File: src/rtl/tog_pkg.sv
// Shared definitions for the two-phase toggle receiver and its transmitter-side partner.
package tog_pkg;

    typedef enum logic [1:0] {
        IDLE = 2'd0,
        BUSY = 2'd1,
        FULL = 2'd2
    } tog_state_t;

    localparam int TOG_PEND_W = 4;
    localparam int TOG_CNT_W  = 8;

endpackage

File: src/rtl/tog_edge_det.sv
// Toggle-line edge detector. With TOG_RX_SYNC_EN defined, a 2-flop synchronizer
// precedes the detector and edges are masked while the synchronizer refills after reset.
module tog_edge_det (
    input  logic clk,
    input  logic reset,
    input  logic i_tog,
    output logic o_edge
);

`ifdef TOG_RX_SYNC_EN
    logic       r_sync1;
    logic       r_sync2;
    logic       r_prev;
    logic [1:0] r_mask;

    // The mask spans the cycles in which r_sync2/r_prev still hold reset zeros.
    always_ff @(posedge clk) begin
        if (!reset) begin
            r_sync1 <= 1'b0;
            r_sync2 <= 1'b0;
            r_prev  <= 1'b0;
            r_mask  <= 2'd3;
        end else begin
            r_sync1 <= i_tog;
            r_sync2 <= r_sync1;
            r_prev  <= r_sync2;
            if (r_mask != 2'd0) begin
                r_mask <= r_mask - 2'd1;
            end
        end
    end

    assign o_edge = (r_sync2 ^ r_prev) && (r_mask == 2'd0);
`else
    logic r_prev;

    // Reset primes r_prev with the live level so a high line at release is not an event.
    always_ff @(posedge clk) begin
        if (!reset) begin
            r_prev <= i_tog;
        end else begin
            r_prev <= i_tog;
        end
    end

    assign o_edge = i_tog ^ r_prev;
`endif

endmodule

File: src/rtl/toggle_event_rx.sv
// Two-phase toggle receiver: pulses per toggle, queues events, hands them out over
// valid/ready and returns a toggling ack. Optional input synchronizer via TOG_RX_SYNC_EN.
module toggle_event_rx
    import tog_pkg::*;
#(
    parameter int PEND_W = TOG_PEND_W,
    parameter int CNT_W  = TOG_CNT_W
) (
    input  logic              clk,
    input  logic              reset,
    input  logic              tog_in,
    output logic              evt_pulse,
    output logic              evt_valid,
    input  logic              evt_ready,
    output logic              ack_tog,
    output logic [PEND_W-1:0] pend_cnt,
    output logic [CNT_W-1:0]  evt_total,
    output logic              overflow
);

    localparam logic [PEND_W-1:0] PEND_MAX = '1;

    logic              w_edge;
    logic              w_accept;
    logic              w_ovf_set;
    logic [PEND_W-1:0] w_pend_nxt;

    logic              r_pulse;
    logic              r_ack;
    logic [PEND_W-1:0] r_pend;
    logic [CNT_W-1:0]  r_total;
    logic              r_ovf;
    tog_state_t        r_state;

    tog_edge_det u_edge_det (
        .clk    (clk),
        .reset  (reset),
        .i_tog  (tog_in),
        .o_edge (w_edge)
    );

    always_comb begin
        w_accept   = (r_pend != '0) && evt_ready;
        w_pend_nxt = r_pend;
        w_ovf_set  = 1'b0;
        if (w_edge && !w_accept) begin
            if (r_pend == PEND_MAX) begin
                w_ovf_set = 1'b1;
            end else begin
                w_pend_nxt = r_pend + 1'b1;
            end
        end else if (!w_edge && w_accept) begin
            w_pend_nxt = r_pend - 1'b1;
        end
    end

    // State follows the next counter value; it tracks occupancy and drives no output.
    always_ff @(posedge clk) begin
        if (!reset) begin
            r_pulse <= 1'b0;
            r_ack   <= 1'b0;
            r_pend  <= '0;
            r_total <= '0;
            r_ovf   <= 1'b0;
            r_state <= IDLE;
        end else begin
            r_pulse <= w_edge;
            r_pend  <= w_pend_nxt;
            if (w_accept) begin
                r_ack <= ~r_ack;
            end
            if (w_edge) begin
                r_total <= r_total + 1'b1;
            end
            if (w_ovf_set) begin
                r_ovf <= 1'b1;
            end
            case (r_state)
                IDLE: begin
                    if (w_pend_nxt == PEND_MAX) begin
                        r_state <= FULL;
                    end else if (w_pend_nxt != '0) begin
                        r_state <= BUSY;
                    end
                end
                BUSY: begin
                    if (w_pend_nxt == '0) begin
                        r_state <= IDLE;
                    end else if (w_pend_nxt == PEND_MAX) begin
                        r_state <= FULL;
                    end
                end
                FULL: begin
                    if (w_pend_nxt == '0) begin
                        r_state <= IDLE;
                    end else if (w_pend_nxt != PEND_MAX) begin
                        r_state <= BUSY;
                    end
                end
                default: r_state <= IDLE;
            endcase
        end
    end

    assign evt_pulse = r_pulse;
    assign evt_valid = (r_pend != '0);
    assign ack_tog   = r_ack;
    assign pend_cnt  = r_pend;
    assign evt_total = r_total;
    assign overflow  = r_ovf;

endmodule

File: config.mk
export PLATFORM = sky130hd
export DESIGN_NAME = toggle_event_rx
export DESIGN_NICKNAME = d
export VERILOG_FILES = /design/src/rtl/tog_pkg.sv /design/src/rtl/tog_edge_det.sv /design/src/rtl/toggle_event_rx.sv
export SDC_FILE = /design/constraint.sdc
export NUM_CORES = 1
export LEC_CHECK = 0
export BUFFER_PORTS_ARGS = -buffer_cell sky130_fd_sc_hd__buf_2
export CAP_MARGIN = 20
export CELL_PAD_IN_SITES_DETAIL_PLACEMENT = 1
export CELL_PAD_IN_SITES_GLOBAL_PLACEMENT = 2
export CORE_MARGIN = 1
export CORE_UTILIZATION = 30
export DETAILED_ROUTE_END_ITERATION = 10
export GPL_TIMING_DRIVEN = 0
export PLACE_DENSITY_LB_ADDON = 0.1
export SLEW_MARGIN = 20
export SYNTH_ARGS = -nofsm -noshare
export SYNTH_HDL_FRONTEND = slang
export SYNTH_SLANG_ARGS = --single-unit
File: constraint.sdc
create_clock -name clk -period 2.65 [get_ports clk]
set_input_delay 0.265 -clock clk [delete_from_list [all_inputs] [get_ports clk]]
set_output_delay 0.265 -clock clk [all_outputs]
set_load 0.02 [all_outputs]
==> results_dict.tcl <==
set metrics [dict create \
    die_area_um2 2884 \
    tns_ns 0 \
    power_w 0.0007627 \
    finalSetupViolations 0 \
    num_vias 656 \
    grt_max_degree 11 \
    dp_hpwl_mm 1.290 \
    core-area_um2 2500 \
    syn_nets 90 \
    p_comb_share_pct 39.9 \
    gp_congestion 0.6716 \
    hold_ws_ns 0.1090 \
    max_stage_delay_ns 0.49 \
    seq_area_frac_synth_pct 39.94 \
    crit_required_ns 2.81 \
    setup_ws_ns 0.3337 \
    clockRootBuffer "clkbuf_4" \
    path_class "reg -> reg" \
    synth-seq-cells 16 \
    period_needed_ns 2.316 \
    outcome "finished clean" \
    maxCapViolations 0 \
    syn_area_per_cell_um2 9.781 \
    post_synth_num_cell_types 30 \
    grt_setup_unrepaired "false" \
    async_flop_share_pct 0 \
    hp-class "in -> reg" \
    wl_mm 1.671 \
    die_h_um 53.71 \
    fmax_mhz 431.7 \
    io_pins 20 \
    grt_overflow_total 0 \
    dp_worst_setup_slack_ns 0.3283 \
    synth_edf_count 0 \
    final-hold-violation-count 0 \
    clk_latency_ns 0.28 \
    power.density_nw_per_um2 801.0 \
    yosys_warnings 0 \
    ys_top_cells_by_area "dfxtp_1 (40%), and2_1 (7.0%), xnor2_1 (5.5%), xor2_1 (5.5%), mux2i_1 (5.0%)" \
    end_kind "flip-flop" \
    finalNonFillerCells 133 \
    grt_pass1_wl_mm 2.718 \
    slew_violations 0 \
    sequentialPowerShare_pct 43.8 \
    io_buffer_count 18 \
    antenna_found_initial 0 \
    clock_sinks 16 \
    cts_resized 0 \
    cts_setup_buffers 0 \
    cp.arrival_ns 2.47 \
    syn-cell-area_um2 802.0 \
    n_antenna_cell 0 \
    first_iter_violations 2 \
    crit_chain "o41ai_4, nand2_1, ha_1, a21oi_1, a21boi_0, mux2i_1, o311ai_1" \
    gr-usage-all-layers_pct 13.22 \
    cp-start-kind "flip-flop" \
    p_leak_nw 0.4414 \
    clkPwrFrac_pct 16.3 \
    drive_above_1_share_pct 24.27 \
    cp_slowest_cell "o41ai_4" \
    antenna_left 0 \
    htree_levels 1 \
    ir_drop_v 0.0002953 \
    dpl.cell_count 130 \
    switching_share_pct 39.67 \
    num_rows 18 \
    relSlewSlack_pct 73.71 \
    area_growth_pct 18.72 \
    clockBufferDepth 2 \
    cts_made_buffers 3 \
    p_int_w 0.0004601 \
    cts_tree "yes" \
    hold_buffers 0 \
    viasPerCell 4.932 \
    fin_nets 113 \
    fin_worst_skew_ns 0.003975 \
    synth_top_area_cell "dfxtp_1" \
    drcViolationCount 0 \
    initial_core_util_pct 32.08 \
    path_max_fanout 7 \
    synth_top_area_share_pct 39.94 \
    grt_pass1_vias 633 \
    synth_flop_cell "dfxtp_1" \
    tightest_slew_ns 0.3929 \
    post-route-period-util_pct 87.41 \
    synth_cells 82 \
    wl_per_cell_um 12.56 \
    switching_power_w 0.0003025 \
    fp.dieW_um 53.71 \
    path_clk_slew_ns 0.09 \
    first_pass_iters 3 \
]
==> power groups by stage <==
stage | logic, W | registers, W | clock network [W]
final | 0.000304 | 0.000334 | 0.000124
after CTS | 0.000311 | 0.000336 | 0.000134
after global routing | 0.000338 | 0.000344 | 0.000138
after floorplan | 0.000190 | 0.000371 | 0
after detailed placement | 0.000309 | 0.000341 | 0
after global placement | 0.000300 | 0.000341 | 0
==> path summary, 6_finish.rpt <==
| check | end | cells after the start | startpoint | slack (ns) |
|---|---|---|---|---|
| max reg2reg | pend_cnt[3] | 7 | pend_cnt[1] | 0.33 |
| min | u_edge_det.r_prev | 1 | tog_in | 0.11 |
| max | pend_cnt[3] | 7 | pend_cnt[1] | 0.33 |
| min reg2reg | overflow | 1 | overflow | 0.47 |
==> synth_stat cells, types with 2 or more instances <==
cell,count
nor2_1,2
xor2_1,5
and2_1,9
nand3_1,2
ha_1,3
clkbuf_1,2
mux2i_1,4
nand4_1,4
nor2b_1,2
xnor2_1,5
a21oi_1,2
dfxtp_1,16
nand2_1,9
==> routing by layer <==
metal | part of all wire [%] | up-vias | GRT usage, %
met3 | 2.4 | 4 | 1.695
met4 | 1.5 | 0 | 6.579
met1 | 45 | 313 | 14.67
met5 | 0 | - | 0
li1 | - | 324 | -
met2 | 51 | 15 | 24.28
==> cells by family after synthesis <==
group	count (synthesis)	synth area share [%]
AOI/OAI and AO/OA	7	8.269
xor gates and xnor gates	10	10.92
DFF	16	39.94
and+or+nand+nor	37	26.68
adders and majority gates	4	7.177
buffers and inverters	4	2.027
muxes	4	4.992
==> registers in the layout, summed over array words and instances, names as in the netlist <==
| name | count |
|---|---|
| overflow | 1 |
| pend_cnt | 4 |
| u_edge_det.r_prev | 1 |
| evt_pulse | 1 |
| ack_tog | 1 |
| evt_total | 8 |
==> placed cells by master (no fill, tap or decap), drive strengths merged <==
| cell | Yosys | routed |
|---|---|---|
| nor2 | 3 | 3 |
| nand4 | 4 | 4 |
| nor3b | 1 | 1 |
| nand3 | 2 | 2 |
| and3b | 1 | 1 |
| a21boi | 1 | 1 |
| o21a | 1 | 1 |
| o41ai | 1 | 1 |
| buf | 1 | 19 |
| nor2b | 2 | 2 |
| o311ai | 1 | 1 |
| inv | 1 | 1 |
| and2 | 9 | 9 |
| dfxtp | 16 | 16 |
| or4 | 1 | 1 |
| nand2 | 9 | 9 |
| nor3 | 1 | 1 |
| a21oi | 2 | 2 |
| clkbuf | 2 | 5 |
| nand2b | 1 | 1 |
| ha | 3 | 3 |
| xor2 | 5 | 5 |
| and3 | 2 | 2 |
| nor4bb | 1 | 1 |
| fa | 1 | 1 |
| mux2i | 4 | 4 |
| o21ai | 1 | 1 |
| xnor2 | 5 | 5 |
==> area by class of cell <==
cell class | instances | area (um^2)
fillers | 305 | 1548
multi-input cells | 62 | 465.4
flip-flops and latches | 16 | 320.3
repair buffers | 18 | 90.09
well taps | 30 | 37.54
clock buffers | 3 | 22.52
plain buffers | 3 | 12.51
inverters | 1 | 3.754
==> critical path, delay by kind of cell (launching register included) <==
| family | cells | cell delay, ns |
|---|---|---|
| compound gates | 4 | 1.03 |
| flops | 1 | 0.42 |
| mux | 1 | 0.16 |
| simple gates | 1 | 0.22 |
| fa+ha+maj | 1 | 0.37 |
==> through the flow <==
step / instance area [um^2] / util [%]
detailed placement: 929.6 / 37.19
global placement: 929.6 / 37.19
finish: 952.2 / 38.09
floorplan: 802.0 / -
global route: 952.2 / 38.09
CTS: 952.2 / 38.09
Power figures use the tool's default switching activity.
